File: src/rtl/fetch_pkg.sv
// Shared types and constants for the instruction fetch sequencer.
// Holds the FSM state enum, datapath widths and queue entry layout.
package fetch_pkg;

    localparam int PC_W   = 64;
    localparam int INST_W = 32;

    localparam logic [PC_W-1:0] PC_INC = 64'd4;

    typedef enum logic [1:0] {
        IDLE,
        WAIT,
        HOLD
    } state_t;

    typedef struct packed {
        logic [INST_W-1:0] inst;
        logic [PC_W-1:0]   pc;
    } fetch_entry_t;

endpackage

File: src/rtl/fetch_queue.sv
// Small FIFO of fetched {inst, pc} entries with synchronous flush.
// Ports: clk, rst_n, push/wr_entry, pop, flush, head, full, empty, count.
module fetch_queue
    import fetch_pkg::*;
#(
    parameter int DEPTH = 2,
    localparam int CW = $clog2(DEPTH + 1)
) (
    input  logic         clk,
    input  logic         rst_n,
    input  logic         push,
    input  fetch_entry_t wr_entry,
    input  logic         pop,
    input  logic         flush,
    output fetch_entry_t head,
    output logic         full,
    output logic         empty,
    output logic [CW-1:0] count
);

    localparam int PW = (DEPTH > 1) ? $clog2(DEPTH) : 1;

    fetch_entry_t    mem [DEPTH];
    logic [PW-1:0]   rd_ptr;
    logic [PW-1:0]   wr_ptr;
    logic            pop_ok;
    logic            push_ok;

    function automatic logic [PW-1:0] inc(input logic [PW-1:0] p);
        return (p == PW'(DEPTH - 1)) ? '0 : p + PW'(1);
    endfunction

    assign full    = (count == CW'(DEPTH));
    assign empty   = (count == '0);
    assign pop_ok  = pop && !empty;
    // a full queue still accepts a push when the head leaves this cycle
    assign push_ok = push && (!full || pop_ok);
    assign head    = mem[rd_ptr];

    always_ff @(posedge clk or negedge rst_n) begin
        if (!rst_n) begin
            rd_ptr <= '0;
            wr_ptr <= '0;
            count  <= '0;
            for (int i = 0; i < DEPTH; i++) begin
                mem[i] <= '0;
            end
        end else if (flush) begin
            rd_ptr <= '0;
            wr_ptr <= '0;
            count  <= '0;
        end else begin
            if (push_ok) begin
                mem[wr_ptr] <= wr_entry;
                wr_ptr      <= inc(wr_ptr);
            end
            if (pop_ok) begin
                rd_ptr <= inc(rd_ptr);
            end
            unique case ({push_ok, pop_ok})
                2'b10:   count <= count + CW'(1);
                2'b01:   count <= count - CW'(1);
                default: count <= count;
            endcase
        end
    end

endmodule

File: src/rtl/fetch_sequencer.sv
// Instruction fetch sequencer: waits RD_LAT cycles per fetch, queues results.
// Ports: CLK, Reset_L, en, imem_addr/imem_data, redirect/redirect_pc, inst handshake.
module fetch_sequencer
    import fetch_pkg::*;
#(
    parameter int              RD_LAT   = 2,
    parameter logic [PC_W-1:0] START_PC = 64'h0,
    parameter int              QDEPTH   = 2
) (
    input  logic              CLK,
    input  logic              Reset_L,
    input  logic              en,
    output logic [PC_W-1:0]   imem_addr,
    input  logic [INST_W-1:0] imem_data,
    input  logic              redirect,
    input  logic [PC_W-1:0]   redirect_pc,
    output logic              inst_valid,
    input  logic              inst_ready,
    output logic [INST_W-1:0] inst,
    output logic [PC_W-1:0]   inst_pc
);

    localparam int         CW   = $clog2(QDEPTH + 1);
    localparam logic [3:0] LAST = 4'(RD_LAT - 1);

    state_t          state;
    state_t          state_n;
    logic [PC_W-1:0] fetch_pc;
    logic [PC_W-1:0] pc_n;
    logic [3:0]      cnt;
    logic [3:0]      cnt_n;

    logic            pop;
    logic            push;
    logic            space;
    logic            full;
    logic            empty;
    logic [CW-1:0]   count;
    fetch_entry_t    head;
    fetch_entry_t    wr_entry;

    assign imem_addr  = fetch_pc;
    assign inst_valid = !empty;
    assign inst       = head.inst;
    assign inst_pc    = head.pc;
    assign pop        = inst_valid && inst_ready;
    assign space      = !full || pop;
    assign wr_entry   = '{inst: imem_data, pc: fetch_pc};

    always_ff @(posedge CLK or negedge Reset_L) begin
        if (!Reset_L) begin
            state    <= IDLE;
            fetch_pc <= START_PC;
            cnt      <= '0;
        end else begin
            state    <= state_n;
            fetch_pc <= pc_n;
            cnt      <= cnt_n;
        end
    end

    always_comb begin
        state_n = state;
        pc_n    = fetch_pc;
        cnt_n   = cnt;
        push    = 1'b0;
        if (redirect) begin
            state_n = WAIT;
            pc_n    = {redirect_pc[PC_W-1:2], 2'b00};
            cnt_n   = '0;
        end else begin
            unique case (state)
                IDLE: begin
                    if (en) begin
                        state_n = WAIT;
                        cnt_n   = '0;
                    end
                end
                WAIT: begin
                    if (cnt == LAST) begin
                        if (space) begin
                            push    = 1'b1;
                            pc_n    = fetch_pc + PC_INC;
                            cnt_n   = '0;
                            state_n = en ? WAIT : IDLE;
                        end else begin
                            state_n = HOLD;
                        end
                    end else begin
                        cnt_n = cnt + 4'd1;
                    end
                end
                HOLD: begin
                    // address is still held, so imem_data is still valid
                    if (pop) begin
                        push    = 1'b1;
                        pc_n    = fetch_pc + PC_INC;
                        cnt_n   = '0;
                        state_n = en ? WAIT : IDLE;
                    end
                end
                default: state_n = IDLE;
            endcase
        end
    end

    fetch_queue #(
        .DEPTH(QDEPTH)
    ) u_queue (
        .clk     (CLK),
        .rst_n   (Reset_L),
        .push    (push),
        .wr_entry(wr_entry),
        .pop     (pop),
        .flush   (redirect),
        .head    (head),
        .full    (full),
        .empty   (empty),
        .count   (count)
    );

    a_count_bound : assert property (
        @(posedge CLK) disable iff (!Reset_L) count <= CW'(QDEPTH)
    );

endmodule
File: config.mk
export PLATFORM = sky130hd
export DESIGN_NAME = fetch_sequencer
export DESIGN_NICKNAME = d
export VERILOG_FILES = /design/src/rtl/fetch_pkg.sv /design/src/rtl/fetch_queue.sv /design/src/rtl/fetch_sequencer.sv
export SDC_FILE = /design/constraint.sdc
export NUM_CORES = 1
export LEC_CHECK = 0
export CAP_MARGIN = 20
export CORE_MARGIN = 4
export CORE_UTILIZATION = 44
export CTS_CLUSTER_SIZE = 30
export DETAILED_ROUTE_END_ITERATION = 6
export PLACE_DENSITY = 0.73
export SLEW_MARGIN = 20
export SYNTH_ARGS = -nofsm -noshare
export SYNTH_HDL_FRONTEND = slang
export SYNTH_SLANG_ARGS = --single-unit
File: constraint.sdc
create_clock -name CLK -period 2.3 [get_ports CLK]
set_input_delay 0.46 -clock CLK [delete_from_list [all_inputs] [get_ports CLK]]
set_output_delay 0.46 -clock CLK [all_outputs]
set_load 0.005 [all_outputs]
* After elaboration in Yosys (flattened, before gate mapping) *
Index checks and enable logic that the tools add are counted.

word-level totals
  ROM bits = 0
  memories = 0
  input bits = 101
  latch bits = 0
  bits in writable memories = 0
  bits in registers = 266

cells by class
  equality and inequality tests = 11
  multiply operators = 0
  order comparisons = 3
  shifts and indexed selects = 0
  bitwise gates (word level) = 3
  multiplexer cells = 37
  reductions and logical operators = 19
  add/subtract/negate cells = 6
  divide/modulo/power cells = 0

operators with widths
  operator                 number
  $mux W96                 4
  $mux W64                 4
  $bwmux W192              1
  $pmux W64 S2             1
  $demux W96 S1            1
  $add A64 B3 Y64 const B  1
  $mux W4                  5
  $mux W2                  6
  $ne A3 B3 Y1 const B     4
  $pmux W4 S3              1
  $mux W1                  11
  $reduce_and A4 Y1        2
  $eq A2 B2 Y1 const B     3
  $pmux W2 S3              1
  $reduce_bool A3 Y1       2
  $add A4 B1 Y4 const B    1
  $eq A2 B1 Y1 const B     2
  $eq A4 B1 Y1 const B     1
  $ge A2 B2 Y1 const B     2
  $logic_and A1 B1 Y1      4
  $logic_not A2 Y1         2
  $ne A4 B4 Y1 const B     1
  $not A1 Y2               2
  $pmux W2 S2              1
  other kinds (12)         16

* Depth between registers and ports, before layout *
Gate-level depths: netlist of the first run.

  depth after elaboration = 12
  mapped depth = 10
  mapped depth without buffers = 8

* By module *
From an unflattened synthesis of the first run, not the netlist that was laid out.

second synthesis, totals
  cells, all modules = 1069
  area total of the unflattened synthesis = 12977.4 µm²

modules (own cells, without submodules)
  module           sequential area each (µm²)  cells each  area each (µm²)  times used
  fetch_queue      4904.7                      537         8554.5           1
  fetch_sequencer  1701.6                      532         4423.0           1

* Worst setup path after synthesis of the first run *
No wires, ideal clock.

  path kind = flip-flop to flip-flop
  start point = register cnt[1]
  end point = register u_queue.mem[160] in the netlist's numbering
  clock period less this slack = 2331 ps
  cell stages (with the launch flop) = 11
  setup slack = -31 ps
  buffers on the path = 3
  arrival time = 2206 ps
  cells stage by stage = dfrtp_1 inv_1 ha_1 nor3b_1 a22oi_1 nor4b_4 nor2b_1 buf_2 buf_6 buf_6 mux2_2

on the way
  word-level cells in the longest chain between the ends = 6

ends and longest elaborated chain
  element                        RTL line               RTL
  start, declared                fetch_sequencer.sv:30  logic [3:0] cnt;
  start signal, assigned         fetch_sequencer.sv:58  cnt <= cnt_n;
  $eq A4 B1 Y1                   fetch_sequencer.sv:80  if (cnt == LAST) begin
  $mux W1                        fetch_sequencer.sv:80
  $pmux W1 S2                    fetch_sequencer.sv:72  unique case (state)
  $mux W1                        fetch_sequencer.sv:67  if (redirect) begin
  $logic_and A1 B1 Y1            fetch_queue.sv:37      assign push_ok = push && (!full || pop_ok);
  $reduce_and A2 Y1 (no line)    --
  end signal, assigned by index  fetch_queue.sv:54      mem[wr_ptr] <= wr_entry;
  end, declared                  fetch_queue.sv:23      fetch_entry_t mem [DEPTH];

No other way between the ends.
A chain may end at the register's enable or synchronous reset.

* Worst setup path in the final report of the first run *
  start point = register u_queue.rd_ptr
  end point = output port inst_pc[47]

on the way
  word-level cells in the longest chain between the ends = 4

ends and longest elaborated chain
  element                                       RTL line               RTL
  start, declared                               fetch_queue.sv:24      logic [PW-1:0] rd_ptr;
  start signal, assigned                        fetch_queue.sv:58      rd_ptr <= inc(rd_ptr);
  $not A1 Y2 (implied by the code)              fetch_queue.sv:38      assign head = mem[rd_ptr];
  $mux W96 (implied by the code) (3 in series)  fetch_queue.sv:38
  end, declared                                 fetch_sequencer.sv:20  output logic [PC_W-1:0] inst_pc

No other way between the ends. The select of a mux whose other input is x is not followed.

==> results.tsv, run 1 <==
metric	value	unit
status	finished, violations left	
violations	setup timing	
vias_per_cell	5.30	
slowest_stage	dfrtp_4	
drt_wl_total	37800	um
place_congestion	0.800	
dp.cells	1683	
skew	0.00927	ns
drt-wirelength-per-cell	21.2	um
fin_cells	1784	
ff_latch_area	0.00651	sq mm
fillers	2009	
period_share	1.07	
setup_viol	110	
drc	0	
yosysTopAreaCellShare	0.519	
synth.area.top_cells	dfrtp_1 52%, mux2_2 26%, xnor2_1 3.4%	
finalPower	20.3	mW
num_vias	9451	
crit_required	1.84	ns
cts_buffer_depth	3	
r2r_setup_slack	-0.08	ns
fin_ws	-0.154	ns
die_area	0.0313	sq mm
yosysSeqAreaShare	0.519	
cts_max_level	1	
die_w	177	um
syn_area_per_cell	12.5	sq um
crit_path_frequent_cell	buf_12	
fin_crit	2.45	ns
hpwl	23400	um
ant_nets	0	
arrival	1.99	ns
syn_inst	1003	
grt_overflow_total	0	
slew_violations	0	
drv_cap	0	
first_global_vias	9843	
worst_path_largest_cell_delay	0.51	ns
cts_num_sinks	260	
power_density	1080	mW/mm^2
path_clk_slew	0.06	ns
antenna_cells	0	
yosysUniqueCellTypes	55	
syn_area	0.0125	sq mm
rsz0062_at_grt	yes	
initialDrtViolationCount	523	
critPathKind	reg2out	
worstPathMaxFanout	7	
grt_start_max_net_pins	67	
die_y	177	um
end_kind	primary output	
clock.fmax	408	MHz
tightest_slew	0.695	ns
ys.warnings.count	0	
worst-path-buf-inv	5	
setup.worst_path.start_class	register	
core_area	0.0279	sq mm
grt_pass1_wl	54500	um
hp-class	in2async	
grt_util_all_layers	0.218	
portBuffers	255	
cts_buffers	27	
yosysTopAreaCell	dfrtp_1	
final_util	0.674	
ir_drop	0.000772	V
synth_seq_cells	260	
hold_violations	0	
num_io_pins	262	
rows	61	
crit_chain	buf_12 -> buf_8 -> buf_12 -> buf_4 -> mux2_2 -> buf_6	
start_util	0.449	
relSlewSlack	0.537	
cts_tree	done	
multiInputGateArea	0.00664	sq mm
critPathTopFamily	buffers and inverters	
root_buffer	clkbuf_16	
area_delta_synth_final	50.2	%
final_net_count	1495	
dr.pass1.iters	5	
insertion_delay	0.53	ns
synth_edf_count	0	
synthArstFlopShare	1.00	
drive_above_1_share	0.461	
antenna_found_initial	3	
synthFlopType	dfrtp_1	
power.leakage	8.73	nW
metrics by stage:
step                setup WS [ns]  hold slack (ns)  area (sq um)  setup TNS (ns)
detailed placement         -0.374            0.340         16200          -61.36
global route               -0.211            0.384         18800          -19.86
CTS                        -0.164            0.378         17600           -5.32
floorplan                  0.0264            0.164         12600               0
finish                     -0.154            0.386         18800           -4.69
global placement           -0.339            0.337         16200          -55.20
cell usage in the layout (no fill, tap or decap), types with 15 or more instances in the layout:
master and instances:
buf_12 19, buf_2 24, buf_4 90, buf_6 68, clkbuf_16 35, clkdlybuf4s50_1 158
dfrtp_1 259, mux2_2 175, mux2_4 114, nand2_1 85, nand3_1 25, nand4_1 18
nor2_1 15, nor3_4 20, o21ai_0 30, o21ai_1 27, xnor2_1 45, xor2_1 17
logic make-up (layout without fill, tap and decap cells):
group,after synthesis,count (layout),synth area share
AOI/OAI and AO/OA,76,76,0.0336
and+or+nand+nor,232,232,0.101
xor gates and xnor gates,65,65,0.0454
adders and majority gates,7,7,0.00699
buffers and inverters,71,471,0.0311
DFF,260,260,0.519
other,1,4,0.000299
muxes,291,291,0.262
path summary, 6_finish.rpt:
check / startpoint / endpoint / cells past startpoint
worst min-delay path: Reset_L / u_queue.mem[164]$_DFFE_PN0P_ / 2
min in group CLK: redirect / u_queue.wr_ptr$_DFFE_PN0P_ / 4
max in group asynchronous: Reset_L / u_queue.mem[155]$_DFFE_PN0P_ / 4
worst min register to register: u_queue.mem[17]$_DFFE_PN0P_ / u_queue.mem[17]$_DFFE_PN0P_ / 2
worst max register to register: cnt[1]$_DFFE_PN0P_ / imem_addr[56]$_DFFE_PN0P_ / 9
worst max-delay path: u_queue.rd_ptr$_DFFE_PN0P_ / inst_pc[47] / 6
layer usage:
layer,up-vias,share of wire,global-route usage
met3,61,0.069,0.0628
met1,4768,0.42,0.285
li1,4326,-,-
met4,6,0.022,0.0493
met2,290,0.49,0.363
met5,-,0.0010,0
state kept, by name, summed over array words and instances, names as in the netlist:
name,flops
u_queue.mem,188
state,2
cnt,4
u_queue.wr_ptr,1
u_queue.rd_ptr,1
u_queue.count,2
imem_addr,62
cells in the mapped netlist, types with 8 or more instances:
library cell  count
mux2_2          285
dfrtp_1         260
nand2_1          86
o21ai_0          49
xnor2_1          48
nor3_1           28
nand3_1          26
nor2_1           22
clkbuf_1         20
nand4_1          18
xor2_1           17
buf_2            15
inv_1            11
buf_4            10
buf_6             9
a21oi_1           8
nor4_1            8
o21ai_1           8
final cells by class:
| class | count | share of cell area |
|---|---|---|
| Timing Repair Buffer | 412 | 0.228 |
| Tap cell | 378 | 0.0251 |
| Sequential cell | 260 | 0.346 |
| Clock inverter | 9 | 0.00399 |
| Clock buffer | 39 | 0.0425 |
| Multi-Input combinational cell | 675 | 0.352 |
| Inverter | 11 | 0.00219 |
repair_timing:
action,CTS,global route
hold buffers,1,0
gates cloned,8,11
endpoints found under the hold margin,22,0
pin swaps,4,48
setup buffers,24,20
gates resized for setup,407,256
setup endpoints to repair,150,304
power by group:
group          switching (mW)  internal (mW)  leakage, nW  total [mW]
clock network            1.82           2.51        0.433        4.33
registers               0.904           6.14         3.29        7.04
logic                    3.25           5.63         5.01        8.88
No activity file was read; power rests on OpenSTA's default activity.
==> run 2: changes to the inputs <==
--- a/config.mk
+++ b/config.mk
@@ -10,6 +10,7 @@
 export CORE_UTILIZATION = 44
 export CTS_CLUSTER_SIZE = 30
 export DETAILED_ROUTE_END_ITERATION = 6
+export GPL_TIMING_DRIVEN = 0
 export PLACE_DENSITY = 0.73
 export SLEW_MARGIN = 20
 export SYNTH_ARGS = -nofsm -noshare
==> run 2 against run 1 <==
  * The run still ends with setup timing left
  * Design area increased by 1.9%
  * Routed wire length increased by 5.2%
  * Clock-buffer cell count increased by 7
  * Largest cell class unchanged
  * Clock skew increased by 0.0050 ns
  * Sequential share of layout area decreased by 0.62 points
  * Highest routed layer unchanged
  * First-iteration DRC count decreased by 0.96%
  * Sequential power increased by 2%
  * Global-route usage increased by 1.8 points
==> results.tsv, run 2 (synthesized netlist as in run 1, its figures left out) <==
metric	value	unit
relSlewSlack	0.571	
initialDrtViolationCount	518	
cts_buffer_depth	3	
hpwl	24700	um
power.leakage	8.84	nW
grt_start_max_net_pins	95	
layout_commonest_cell	dfrtp_1	
multiInputGateArea	0.00664	sq mm
dr.pass1.iters	5	
p_switching	6.11	mW
grt_pass1_wl	58300	um
crit_required	1.84	ns
first_global_vias	10100	
drt_wl_total	39700	um
critPathKind	reg2out	
period_share	1.06	
ir_drop	0.000614	V
die_w	177	um
root_buffer	clkbuf_16	
num_io_pins	262	
grt_util_all_layers	0.236	
drt-wirelength-per-cell	22.2	um
fin_hold_ws	0.450	ns
area_delta_synth_final	53.1	%
cts_tree	done	
vias_per_cell	5.35	
arrival	1.97	ns
setup.worst_path.start_class	register	
hp-class	in2reg	
swShare	0.288	
ff2ff_path_depth	8	
core_area	0.0279	sq mm
fin_ws	-0.130	ns
die_y	177	um
clock.fmax	412	MHz
fillers	1966	
ant_nets	0	
drc	0	
slew_violations	0	
intPower	15.1	mW
pwr-share-clk	0.243	
place_congestion	0.809	
num_vias	9570	
cts_buffers	30	
cts_max_level	1	
layout_common_cells	252 x dfrtp_1, 168 x mux2_2, 159 x clkdlybuf4s50_1	
tightest_slew	0.643	ns
comb_power_share	0.418	
drive_above_1_share	0.458	
cts_num_sinks	260	
portBuffers	255	
start_util	0.449	
hold_depth	3	
fin_cells	1788	
dp.cells	1641	
largest_reg_flops	188	
end_kind	primary output	
skew	0.0142	ns
violations	setup timing	
fin_crit	2.43	ns
rsz0062_at_grt	yes	
tns	-3.27	ns
largest-register	u_queue.mem	
antenna_cells	0	
insertion_delay	0.55	ns
antenna_found_initial	4	
rows	61	
status	finished, violations left	
p_seq_frac	0.339	
path_clk_slew	0.06	ns
worstPathMaxFanout	8	
grt_overflow_total	0	
setup_viol	64	
ff_latch_area	0.00652	sq mm
power_density	1100	mW/mm^2
drv_cap	0	
final_net_count	1495	
die_area	0.0313	sq mm
hold_violations	0	
-- run 2: changes by cell type in the layout (fill, tap and decap cells not counted), moves of 8 or more --
| cell | delta |
|---|---|
| clkbuf_1 | +12 |
| dfrtp_2 | +8 |
| buf_6 | +11 |
| buf_12 | +13 |
| dlygate4sd2_1 | -13 |
| clkbuf_2 | +8 |
| buf_4 | -49 |
-- run 2: per-layer routing --
layer / share of wire / global-route usage / vias up
li1: - / - / 4320
met1: 0.41 / 0.308 / 4860
met2: 0.50 / 0.399 / 323
met3: 0.075 / 0.0656 / 59
met4: 0.016 / 0.0477 / 8
met5: 0.0012 / 0 / -
-- run 2: stage by stage --
step / setup WS (ns) / instance area [sq um] / power [mW] / utilization
after floorplan: 0.0264 / 12600 / 10.5 / -
after global placement: -10.42 / 15600 / 13.7 / 0.558
after detailed placement: -1.06 / 15600 / 13.9 / 0.560
after CTS: -0.240 / 18200 / 20.3 / 0.650
after global routing: -0.169 / 19200 / 22.2 / 0.687
final: -0.130 / 19200 / 21.2 / 0.687
-- run 2: path summary, 6_finish.rpt --
path | slack, ns | from | endpoint
worst min-delay path | 0.45 | redirect_pc[24] | imem_addr[24]$_DFFE_PN0P_
max in group asynchronous | 0.86 | Reset_L | imem_addr[32]$_DFFE_PN0P_
worst max register to register | -0.03 | imem_addr[2]$_DFFE_PN0P_ | imem_addr[54]$_DFFE_PN0P_
worst min register to register | 0.49 | u_queue.mem[17]$_DFFE_PN0P_ | u_queue.mem[17]$_DFFE_PN0P_
worst max-delay path | -0.13 | u_queue.rd_ptr$_DFFE_PN0P_ | inst[0]
min in group asynchronous | 0.52 | Reset_L | u_queue.mem[161]$_DFFE_PN0P_
-- run 2: power groups by stage --
stage | logic, mW | registers (mW) | clock network [mW]
final | 8.87 | 7.19 | 5.15
after global routing | 9.42 | 7.37 | 5.43
after CTS | 7.99 | 7.08 | 5.22
after detailed placement | 6.79 | 7.11 | 0
after global placement | 6.69 | 7.04 | 0
after floorplan | 3.70 | 6.82 | 0
-- run 2: final cells by class --
class / count / share of cell area
buffer: 56 / 0.0359
clock buffer: 46 / 0.0491
clock inverter: 9 / 0.00789
inverter: 11 / 0.00215
multi-input combinational: 675 / 0.346
sequential: 260 / 0.339
tap: 378 / 0.0246
timing repair buffer: 353 / 0.195
-- run 2: critical path: stages (launching register included) --
cell and delay, ns:
dfrtp_2 0.44, buf_12 0.15, buf_12 0.13, clkbuf_16 0.15
buf_6 0.12, mux2_4 0.30, buf_6 0.12
-- run 2: timing repair --
| item | 4_1_cts | 5_1_grt |
|---|---|---|
| hold endpoints to repair | 75 | 0 |
| buffers inserted | 53 | 31 |
| endpoints found under the setup margin | 324 | 316 |
| hold buffers | 1 | 0 |
| resized for setup | 547 | 243 |
| cloned | 12 | 7 |
| pin swaps | 6 | 42 |
